===== config.mk =====
export PLATFORM = sky130hd
export DESIGN_NAME = soc_bus_decoder
export DESIGN_NICKNAME = d
export VERILOG_FILES = /design/src/rtl/algol_bus_pkg.sv /design/src/rtl/bus_addr_match.sv /design/src/rtl/soc_bus_decoder.sv
export SDC_FILE = /design/constraint.sdc
export NUM_CORES = 1
export LEC_CHECK = 0
export BUFFER_PORTS_ARGS = -buffer_cell sky130_fd_sc_hd__buf_2
export CORE_ASPECT_RATIO = 1.75
export CORE_UTILIZATION = 46
export DETAILED_ROUTE_END_ITERATION = 10
export MAX_ROUTING_LAYER = met4
export PLACE_DENSITY_LB_ADDON = 0.25
export SYNTH_ARGS = -nofsm -noshare
export SYNTH_HDL_FRONTEND = slang
export SYNTH_HIERARCHICAL = 1
export SYNTH_SLANG_ARGS = --single-unit

===== constraint.sdc =====
create_clock -name clk -period 2 [get_ports clk]
set_input_delay 0.2 -clock clk [delete_from_list [all_inputs] [get_ports clk]]
set_output_delay 0.2 -clock clk [all_outputs]
set_load 0.03 [all_outputs]

===== src/rtl/algol_bus_pkg.sv =====
// Shared AlgolSoC bus definitions: slave indices, decoder state encoding,
// error-log cause codes and the registered request bundle.
package algol_bus_pkg;

    localparam int SLV_ROM = 0;
    localparam int SLV_RAM = 1;
    localparam int SLV_IO  = 2;
    localparam int NSLV    = 3;

    typedef logic [1:0] slv_idx_t;

    typedef enum logic [1:0] {
        ST_IDLE   = 2'd0,
        ST_ACCESS = 2'd1,
        ST_RESP   = 2'd2,
        ST_ERR    = 2'd3
    } bus_state_t;

    localparam logic [1:0] CAUSE_NONE     = 2'b00;
    localparam logic [1:0] CAUSE_UNMAPPED = 2'b01;
    localparam logic [1:0] CAUSE_TIMEOUT  = 2'b10;
    localparam logic [1:0] CAUSE_SLVERR   = 2'b11;

    typedef struct packed {
        logic [31:0] address;
        logic [31:0] wdata;
        logic [3:0]  wsel;
        logic        wr;
    } bus_req_t;

endpackage


===== src/rtl/bus_addr_match.sv =====
// Combinational region comparator: hit when the address falls inside the
// 2**AW byte window starting at BASE.
module bus_addr_match #(
    parameter logic [31:0] BASE = 32'h0000_0000,
    parameter int          AW   = 8
) (
    input  logic [31:0] address,
    output logic        hit
);

    assign hit = (address >> AW) == (BASE >> AW);

endmodule


===== src/rtl/soc_bus_decoder.sv =====
// Single-master to ROM/RAM/IO bus decoder with unmapped and timeout errors.
// Optional first-error log enabled by defining BUS_ERRLOG_EN.
module soc_bus_decoder
    import algol_bus_pkg::*;
#(
    parameter logic [31:0] ROM_BASE  = 32'h0000_0000,
    parameter int          ROM_AW    = 8,
    parameter logic [31:0] RAM_BASE  = 32'h2000_0000,
    parameter int          RAM_AW    = 16,
    parameter logic [31:0] IO_BASE   = 32'h8000_0000,
    parameter int          IO_AW     = 12,
    parameter int          TIMEOUT_W = 4
) (
    input  logic                 clk,
    input  logic                 rst,
    input  logic [31:0]          m_address,
    input  logic [31:0]          m_wdata,
    input  logic [3:0]           m_wsel,
    input  logic                 m_wr,
    input  logic                 m_valid,
    output logic [31:0]          m_rdata,
    output logic                 m_ready,
    output logic                 m_error,
    output logic [31:0]          s_address,
    output logic [31:0]          s_wdata,
    output logic [3:0]           s_wsel,
    output logic                 s_wr,
    output logic [NSLV-1:0]      s_valid,
    input  logic [NSLV*32-1:0]   s_rdata,
    input  logic [NSLV-1:0]      s_ready,
    input  logic [NSLV-1:0]      s_error
`ifdef BUS_ERRLOG_EN
    ,
    output logic [31:0]          err_addr,
    output logic [1:0]           err_cause,
    output logic                 err_valid,
    input  logic                 err_clr
`endif
);

    localparam logic [NSLV-1:0][31:0] BASES = {IO_BASE, RAM_BASE, ROM_BASE};
    localparam int AWS [NSLV] = '{ROM_AW, RAM_AW, IO_AW};

    bus_state_t             state;
    bus_req_t               req;
    slv_idx_t               sel;
    logic [TIMEOUT_W-1:0]   cnt;
    logic [TIMEOUT_W-1:0]   cnt_nxt;
    logic                   timeout;
    logic [NSLV-1:0]        hit;
    slv_idx_t               req_sel;
    logic [NSLV-1:0]        req_oh;
    logic [NSLV-1:0][31:0]  rd_arr;
    logic [31:0]            sel_rdata;
    logic                   sel_ready;
    logic                   sel_err;

    for (genvar i = 0; i < NSLV; i++) begin : g_match
        bus_addr_match #(.BASE(BASES[i]), .AW(AWS[i])) u_match (
            .address (m_address),
            .hit     (hit[i])
        );
    end

    // Scan from the lowest-priority region up so ROM overrides RAM overrides IO.
    always_comb begin
        req_sel = slv_idx_t'(SLV_ROM);
        req_oh  = '0;
        for (int i = NSLV - 1; i >= 0; i--) begin
            if (hit[i]) begin
                req_sel   = slv_idx_t'(i);
                req_oh    = '0;
                req_oh[i] = 1'b1;
            end
        end
    end

    assign rd_arr = s_rdata;

    always_comb begin
        sel_rdata = '0;
        sel_ready = 1'b0;
        sel_err   = 1'b0;
        for (int i = 0; i < NSLV; i++) begin
            if (sel == slv_idx_t'(i)) begin
                sel_rdata = rd_arr[i];
                sel_ready = s_ready[i];
                sel_err   = s_error[i];
            end
        end
    end

    // Timeout fires in the cycle the count would reach all-ones.
    assign cnt_nxt = cnt + 1'b1;
    assign timeout = &cnt_nxt;

    always_ff @(posedge clk) begin
        if (!rst) begin
            state   <= ST_IDLE;
            req     <= '0;
            sel     <= slv_idx_t'(SLV_ROM);
            cnt     <= '0;
            s_valid <= '0;
            m_ready <= 1'b0;
            m_error <= 1'b0;
            m_rdata <= '0;
        end else begin
            case (state)
                ST_IDLE: begin
                    if (m_valid) begin
                        if (|hit) begin
                            req     <= '{address: m_address, wdata: m_wdata,
                                         wsel: m_wsel, wr: m_wr};
                            sel     <= req_sel;
                            s_valid <= req_oh;
                            cnt     <= '0;
                            state   <= ST_ACCESS;
                        end else begin
                            state <= ST_ERR;
                        end
                    end
                end
                ST_ACCESS: begin
                    cnt <= cnt_nxt;
                    if (!m_valid) begin
                        s_valid <= '0;
                        state   <= ST_IDLE;
                    end else if (sel_ready) begin
                        m_rdata <= sel_rdata;
                        m_error <= sel_err;
                        m_ready <= 1'b1;
                        s_valid <= '0;
                        state   <= ST_RESP;
                    end else if (timeout) begin
                        m_rdata <= '0;
                        m_error <= 1'b1;
                        m_ready <= 1'b1;
                        s_valid <= '0;
                        state   <= ST_RESP;
                    end
                end
                ST_ERR: begin
                    m_rdata <= '0;
                    m_error <= 1'b1;
                    m_ready <= 1'b1;
                    state   <= ST_RESP;
                end
                default: begin
                    m_ready <= 1'b0;
                    m_error <= 1'b0;
                    state   <= ST_IDLE;
                end
            endcase
        end
    end

    assign s_address = req.address;
    assign s_wdata   = req.wdata;
    assign s_wsel    = req.wsel;
    assign s_wr      = req.wr;

`ifdef BUS_ERRLOG_EN
    logic        log_ev;
    logic [1:0]  log_cause;
    logic [31:0] log_addr;

    // Flag errors in the cycle their response is decided.
    always_comb begin
        log_ev    = 1'b0;
        log_cause = CAUSE_NONE;
        log_addr  = req.address;
        if (state == ST_IDLE && m_valid && !(|hit)) begin
            log_ev    = 1'b1;
            log_cause = CAUSE_UNMAPPED;
            log_addr  = m_address;
        end else if (state == ST_ACCESS && m_valid) begin
            if (sel_ready && sel_err) begin
                log_ev    = 1'b1;
                log_cause = CAUSE_SLVERR;
            end else if (!sel_ready && timeout) begin
                log_ev    = 1'b1;
                log_cause = CAUSE_TIMEOUT;
            end
        end
    end

    always_ff @(posedge clk) begin
        if (!rst) begin
            err_addr  <= '0;
            err_cause <= CAUSE_NONE;
            err_valid <= 1'b0;
        end else if (log_ev && (!err_valid || err_clr)) begin
            err_addr  <= log_addr;
            err_cause <= log_cause;
            err_valid <= 1'b1;
        end else if (err_clr) begin
            err_cause <= CAUSE_NONE;
            err_valid <= 1'b0;
        end
    end
`endif

endmodule

==> summary.txt, run 1 <==
STA
  – Highest clock rate: 547 MHz
  – Setup Skew: 8.98 ps
  – Period utilisation layout: 91.4%
  – Final Max Slew Viols: 0
  – Period minus WS final: 1830 ps
  – Unrepaired setup endpoints after global routing: false
  – Worst-margin pin slew: 566 ps
  – Final hold violations: 0
  – Final setup fails: 0
  – Slew margin rel.: 62.3%
  – TNS Setup: 0 ps

Place
  – GPL Wtd Cong: 0.848
  – HPWL after DPL: 11,300 µm
  – Buffers on Ports: 279

Logic synthesis
  – Yosys top cell by area: dfxtp_1
  – #FFs+latches synth: approximately 110
  – Top FF cell, synth: dfxtp_1
  – Area share of the largest cell type after synthesis: 42.6%
  – Ys async rst share: 0%
  – Post-Synthesis Cells: 657
  – Synth top area cells: dfxtp_1 (43%), nand2_1 (17%), mux2i_1 (13%), a21boi_0 (10%), o21ai_0 (3.5%)
  – Number of flops mapped to enable cells by yosys: 0
  – Seq/Total Area, Yosys: 42.6%
  – Syn Std Cell Area: 5360 µm²
  – Syn_area_per_cell: 8.15 µm²
  – Synthesis Warnings: 6
  – Mapped Nets: 833
  – Synth cell types: 39

Clock tree
  – Resized Gates After CTS: 0
  – Cts hold-fix bufs: 0
  – Worst-Skew Late Latency: 400 ps
  – Clock sinks: 114
  – Root Buffer: clkbuf_16
  – Clock Tree Buf Depth: 2
  – CTS tree: built
  – CTS H-tree depth: 4
  – Total CTS buffers: 17
  – Postcts setup bufs: 0
  – Reg clk slew, reported paths: 50 ps

Route
  – Final wirelength: 15,300 µm
  – Vias per cell: 5.07
  – Number of remaining DRC errors: 0
  – DRT antenna net count: 0
  – Via count: around 5,400
  – Drt pass-1 iters: 4
  – Routed wire length per instance: 14.3 µm
  – Detailed Route Iter0 Violations: 194

Critical path
  – Critical Path Slowest Stage Cell: dfxtp_1
  – CP startpoint kind: register
  – CP required: 2320 ps
  – Critical path's largest stage delay: between 300 and 400 ps
  – Crit Path Max Fanout: 20
  – Critical path endpoint category: register
  – CP Class: register to register
  – Crit-path cells: ha_1, nand2b_1, o21a_1, o21ai_1, o221a_2, buf_12, mux2i_1
  – WP data arrival: between 2000 and 2500 ps

GRT
  – Largest net degree at the start of global routing: 60
  – All-Layer GR Usage: 25.0%
  – Grt ovf: 0
  – Initial antenna violation count: 0
  – Vias in the first global route: around 5,100
  – Global-route wire length before repair: 23,600 µm

Pwr
  – Tot Pwr: 5.69 mW
  – Power Internal: ~4.4 mW
  – Pwr/cell area: between 700 and 800 nW/µm²
  – Combinational Power Share: 7.7%
  – Sw frac: 22.6%
  – Sw Pwr: 1.29 mW
  – LEAKAGE: 3.20 nW
  – Clock power frac: 51.9%
  – Worst VDD drop: 0.000941 V
  – Sequential power share: between 40 and 50%

Final layout
  – Final #Nets: 1,102
  – Layout cell share with drive strength beyond 1: 36.5%
  – Diodes inserted: 0
  – Synth-to-layout area growth: 40.1%

Floorplan
  – DIE HEIGHT: 145 µm
  – Starting Density: 47.7%
  – Core box area: 11,200 µm²
  – Die outline width: 83.6 µm
  – # rows: 51
  – Num ports: 280
  – Area of the die: 12,100 µm²

Run
  – Max Cap Viol: 0

Run status
  – Outcome: finished clean

Hold path
  – Hold Path Class: input pin to register
==> worst max-delay path, delay by kind of cell (launching register included) <==
| kind | cells | cell delay [ps] |
|---|---|---|
| AO/OA/AOI/OAI | 3 | 600 |
| flip-flops | 1 | 340 |
| adder cells (fa/ha/maj) | 1 | 220 |
| multiplexers | 1 | 220 |
| buffers and inverters | 1 | 200 |
| AND/OR/NAND/NOR | 1 | 160 |
==> synthesized netlist by cell type (2+ instances only) <==
library cell    n
nand2_1       248
o21a_1          3
o31a_1          2
nor4b_2         2
mux2i_1        67
clkbuf_1       30
nor2b_1         2
o21ai_0        37
nand2b_1        2
ha_1            2
buf_4           3
inv_1           2
o21ai_1         2
a21oi_1         4
nor2_1          7
o211ai_1        3
a21boi_0       72
nand3_1         7
and2_1          5
buf_2          10
dfxtp_1       114
nor4_2          3
nor4_1         10
buf_6           5
==> cell families (layout without fill, tap and decap cells) <==
logic type,after synthesis,count (layout),share of synthesized area (%)
DFF,114,114,42.6
and+or+nand+nor,293,293,23.2
muxes,67,67,12.5
AOI/OAI and AO/OA,130,130,16.5
buffers and inverters,51,333,4.74
adders and majority gates,2,2,0.467
==> layer usage <==
metal,track usage (%),part of all wire [%],vias to the layer above
met3,7.03,7.6,23
li1,-,-,2745
met4,9.90,2.7,0
met5,-,0,-
met2,44.4,51,233
met1,26.3,38,2431
==> state kept, by name, indices dropped and copies added, names as in the netlist <==
signal / cells
s_address: 32
s_wsel: 4
s_wdata: 32
m_rdata: 32
sel: 2
s_wr: 1
s_valid: 3
state: 2
m_ready: 1
m_error: 1
cnt: 4
==> per-stage QoR <==
stage / area (µm²) / setup WS (ps) / util, % / hold slack (ps) / cells
after global placement: 6920 / 59.7 / 61.6 / 439 / 1039
after global routing: 7510 / 51.2 / 66.8 / 34.1 / 1071
final: 7510 / 172 / 66.8 / 35.1 / 1071
after floorplan: 5360 / 292 / - / 335 / 657
after CTS: 7510 / 163 / 66.8 / 22.8 / 1071
after detailed placement: 6920 / 10.8 / 61.6 / 448 / 1039
==> layout by cell type, fill, tap and decap left out, types with 3 or more instances in the layout <==
cell and n:
dfxtp_1 113, mux2i_1 67, nor4_2 3, clkinvlp_4 6
nor4_1 10, nand3_1 7, a21boi_0 72, buf_4 14
buf_12 6, o21ai_0 37, buf_2 279, nor2_1 6
o21a_1 3, clkbuf_16 17, o211ai_1 3, nand2_1 248
a21oi_1 4, and2_1 5
==> power by group through the flow <==
| stage | Sequential [mW] | Clock, mW | Combinational (mW) |
|---|---|---|---|
| 6_report | 2.30 | 2.95 | 0.440 |
| 5_1_grt | 2.30 | 3.12 | 0.480 |
| 4_1_cts | 2.30 | 3.01 | 0.443 |
| 3_5_place_dp | 2.35 | 0 | 0.440 |
| 3_3_place_gp | 2.35 | 0 | 0.436 |
| 2_1_floorplan | 2.37 | 0 | 0.166 |
==> worst paths after layout <==
kind	end	from	depth (start not counted)	slack, ps
max	m_rdata[6]	cnt[1]	7	170
min reg2reg	m_rdata[17]	m_rdata[17]	2	450
min	s_address[3]	m_address[3]	3	40
max reg2reg	m_rdata[6]	cnt[1]	7	170
==> area by class of cell <==
cell class / count / area, µm²
sequential: 114 / 2280
clock buffer: 20 / 457
fill: 1003 / 3720
timing repair buffer: 299 / 1620
inverter: 2 / 7.51
clock inverter: 12 / 133
multi-input combinational: 492 / 2840
tap: 132 / 165
Note: power is estimated with default switching activity, not from simulation.
==> inputs of run 2 (changes only) <==
--- a/config.mk
+++ b/config.mk
@@ -11,6 +11,7 @@
 export DETAILED_ROUTE_END_ITERATION = 10
 export MAX_ROUTING_LAYER = met4
 export PLACE_DENSITY_LB_ADDON = 0.25
+export RECOVER_POWER = 50
 export SYNTH_ARGS = -nofsm -noshare
 export SYNTH_HDL_FRONTEND = slang
 export SYNTH_HIERARCHICAL = 1
==> summary.txt, run 2 (synthesized netlist as in run 1, its figures left out) <==
Route
  – Detailed Route Iter0 Violations: 191
  – Routed wire length per instance: 14.3 µm
  – Via count: 5,424
  – Final wirelength: 15,300 µm
  – Vias per cell: about 5.1
  – Number of remaining DRC errors: 0
  – Drt pass-1 iters: 4
  – DRT antenna net count: 0

Final layout
  – Post-route core utilization: 65.7%
  – Synth-to-layout area growth: 37.6%
  – Final #Nets: roughly 1,100
  – Diodes inserted: 0
  – Layout cell share with drive strength beyond 1: between 20% and 30%
  – Most common cell after layout, fill and taps aside: nand2_1
  – Commonest non-fill, non-tap cells in the layout: nand2_1 (248), buf_2 (173), dfxtp_1 (113)
  – Fill count: 1,058

STA
  – Highest clock rate: 547 MHz
  – Slew margin rel.: 62.4%
  – Setup Skew: 9.31 ps
  – Final WS setup: 172 ps
  – Hold Slack: about 42 ps
  – Period utilisation layout: 91.4%
  – Unrepaired setup endpoints after global routing: false
  – Final Max Slew Viols: 0
  – TNS Setup: 0 ps
  – Final hold violations: 0
  – Final setup fails: 0
  – Period minus WS final: 1830 ps
  – Worst-margin pin slew: 563 ps

Floorplan
  – Num ports: 280
  – # rows: 51
  – DIE HEIGHT: ~140 µm
  – Die outline width: about 84 µm
  – Starting Density: 47.7%
  – Area of the die: about 12,000 µm²
  – Core box area: 11,200 µm²

GRT
  – Met3 usage: 7.03%
  – Grt ovf: 0
  – Largest net degree at the start of global routing: 60
  – Initial antenna violation count: 0
  – Busiest grt layer: met2
  – Vias in the first global route: 5,093
  – Met1 usage: between 20% and 30%
  – Global-route wire length before repair: around 24,000 µm
  – M2 GR Usage: between 40% and 50%
  – All-Layer GR Usage: 25.0%

Pwr
  – Sequential power share: 40.4%
  – LEAKAGE: 2.73 nW
  – Sw Pwr: 1.29 mW
  – Combinational Power Share: 7.7%
  – Power Internal: 4.40 mW
  – Pwr/cell area: 772 nW/µm²
  – Worst VDD drop: 0.000942 V
  – Clock power frac: roughly half
  – Sw frac: between 20% and 30%
  – Tot Pwr: 5.69 mW

Clock tree
  – Cts hold-fix bufs: 0
  – Reg clk slew, reported paths: ~50 ps
  – Worst-Skew Late Latency: 400 ps
  – Clock Tree Buf Depth: 2
  – Total CTS buffers: 17
  – Root Buffer: clkbuf_16
  – Postcts setup bufs: 0
  – CTS tree: built
  – CTS H-tree depth: 4
  – Resized Gates After CTS: 0
  – Clock sinks: 114

Run
  – Max Cap Viol: 0

Critical path
  – Worst r2r src: cnt[1]
  – CP Launch Point: cnt[1]
  – CP Class: register to register
  – Reg2Reg Setup Slack: 170 ps
  – Crit Path Max Fanout: 20
  – CP required: about 2300 ps
  – Critical path endpoint category: register
  – WP data arrival: ~2200 ps
  – Crit path capture: m_rdata[6]
  – CP startpoint kind: register
  – Worst r2r path cells: 7
  – Reg2reg end: m_rdata[6]

Run status
  – Outcome: finished clean

Hold path
  – Hold Path Class: input pin to register

Place
  – Buffers on Ports: 279
  – GPL Wtd Cong: 0.848
  – HPWL after DPL: 11,300 µm
  – Place WS: 10.8 ps
-- run 2: cell count changes in the layout (fill, tap and decap cells not counted) --
cell,previous run,this run
clkbuf_1,1,107
a21boi_0,72,73
a21boi_1,1,0
buf_2,279,173
o21ai_0,37,38
o21ai_1,2,1
-- run 2: layout make-up --
cell class	instances	area (µm²)	area share, %
sequential	114	2280	31.0
clock inverter	12	133	1.80
multi-input combinational	492	2840	38.5
clock buffer	20	457	6.19
inverter	2	7.51	0.102
tap	132	165	2.24
timing repair buffer	299	1490	20.2
-- run 2: worst max-delay path, stage by stage (launching register included) --
cell and delay [ps]:
dfxtp_1 340, ha_1 220, nand2b_1 160, o21a_1 190
o21ai_1 140, o221a_2 270, buf_12 200, mux2i_1 210
-- run 2: layer usage --
layer  vias up  wire length, µm  part of all wire (%)
met5         -                0                     0
met4         0              431                   2.8
met3        25             1120                   7.3
met2       234             7760                    51
met1      2419             5990                    39
li1       2746                -                     -
-- run 2: stage by stage --
| stage | cells | instance area (µm²) |
|---|---|---|
| floorplan | 657 | 5360 |
| global placement | 1039 | 6920 |
| detailed placement | 1039 | 6920 |
| CTS | 1071 | 7510 |
| global route | 1071 | 7370 |
| finish | 1071 | 7370 |
-- run 2: worst min-delay path by stage --
stage	from	end	slack, ps	depth (start not counted)
after floorplan	m_address[3]	s_address[3]	330	2
after global placement	m_rdata[11]	m_rdata[11]	440	2
after detailed placement	m_rdata[15]	m_rdata[15]	450	2
after CTS	m_address[3]	s_address[3]	20	3
after global routing	m_wdata[16]	s_wdata[16]	30	3
final	m_wdata[26]	s_wdata[26]	40	3
-- run 2: power groups by stage --
stage,registers [mW],clock network (mW),logic (mW)
floorplan,2.37,0,0.166
global placement,2.35,0,0.436
detailed placement,2.35,0,0.440
CTS,2.30,3.01,0.443
global route,2.30,3.12,0.477
finish,2.30,2.95,0.437
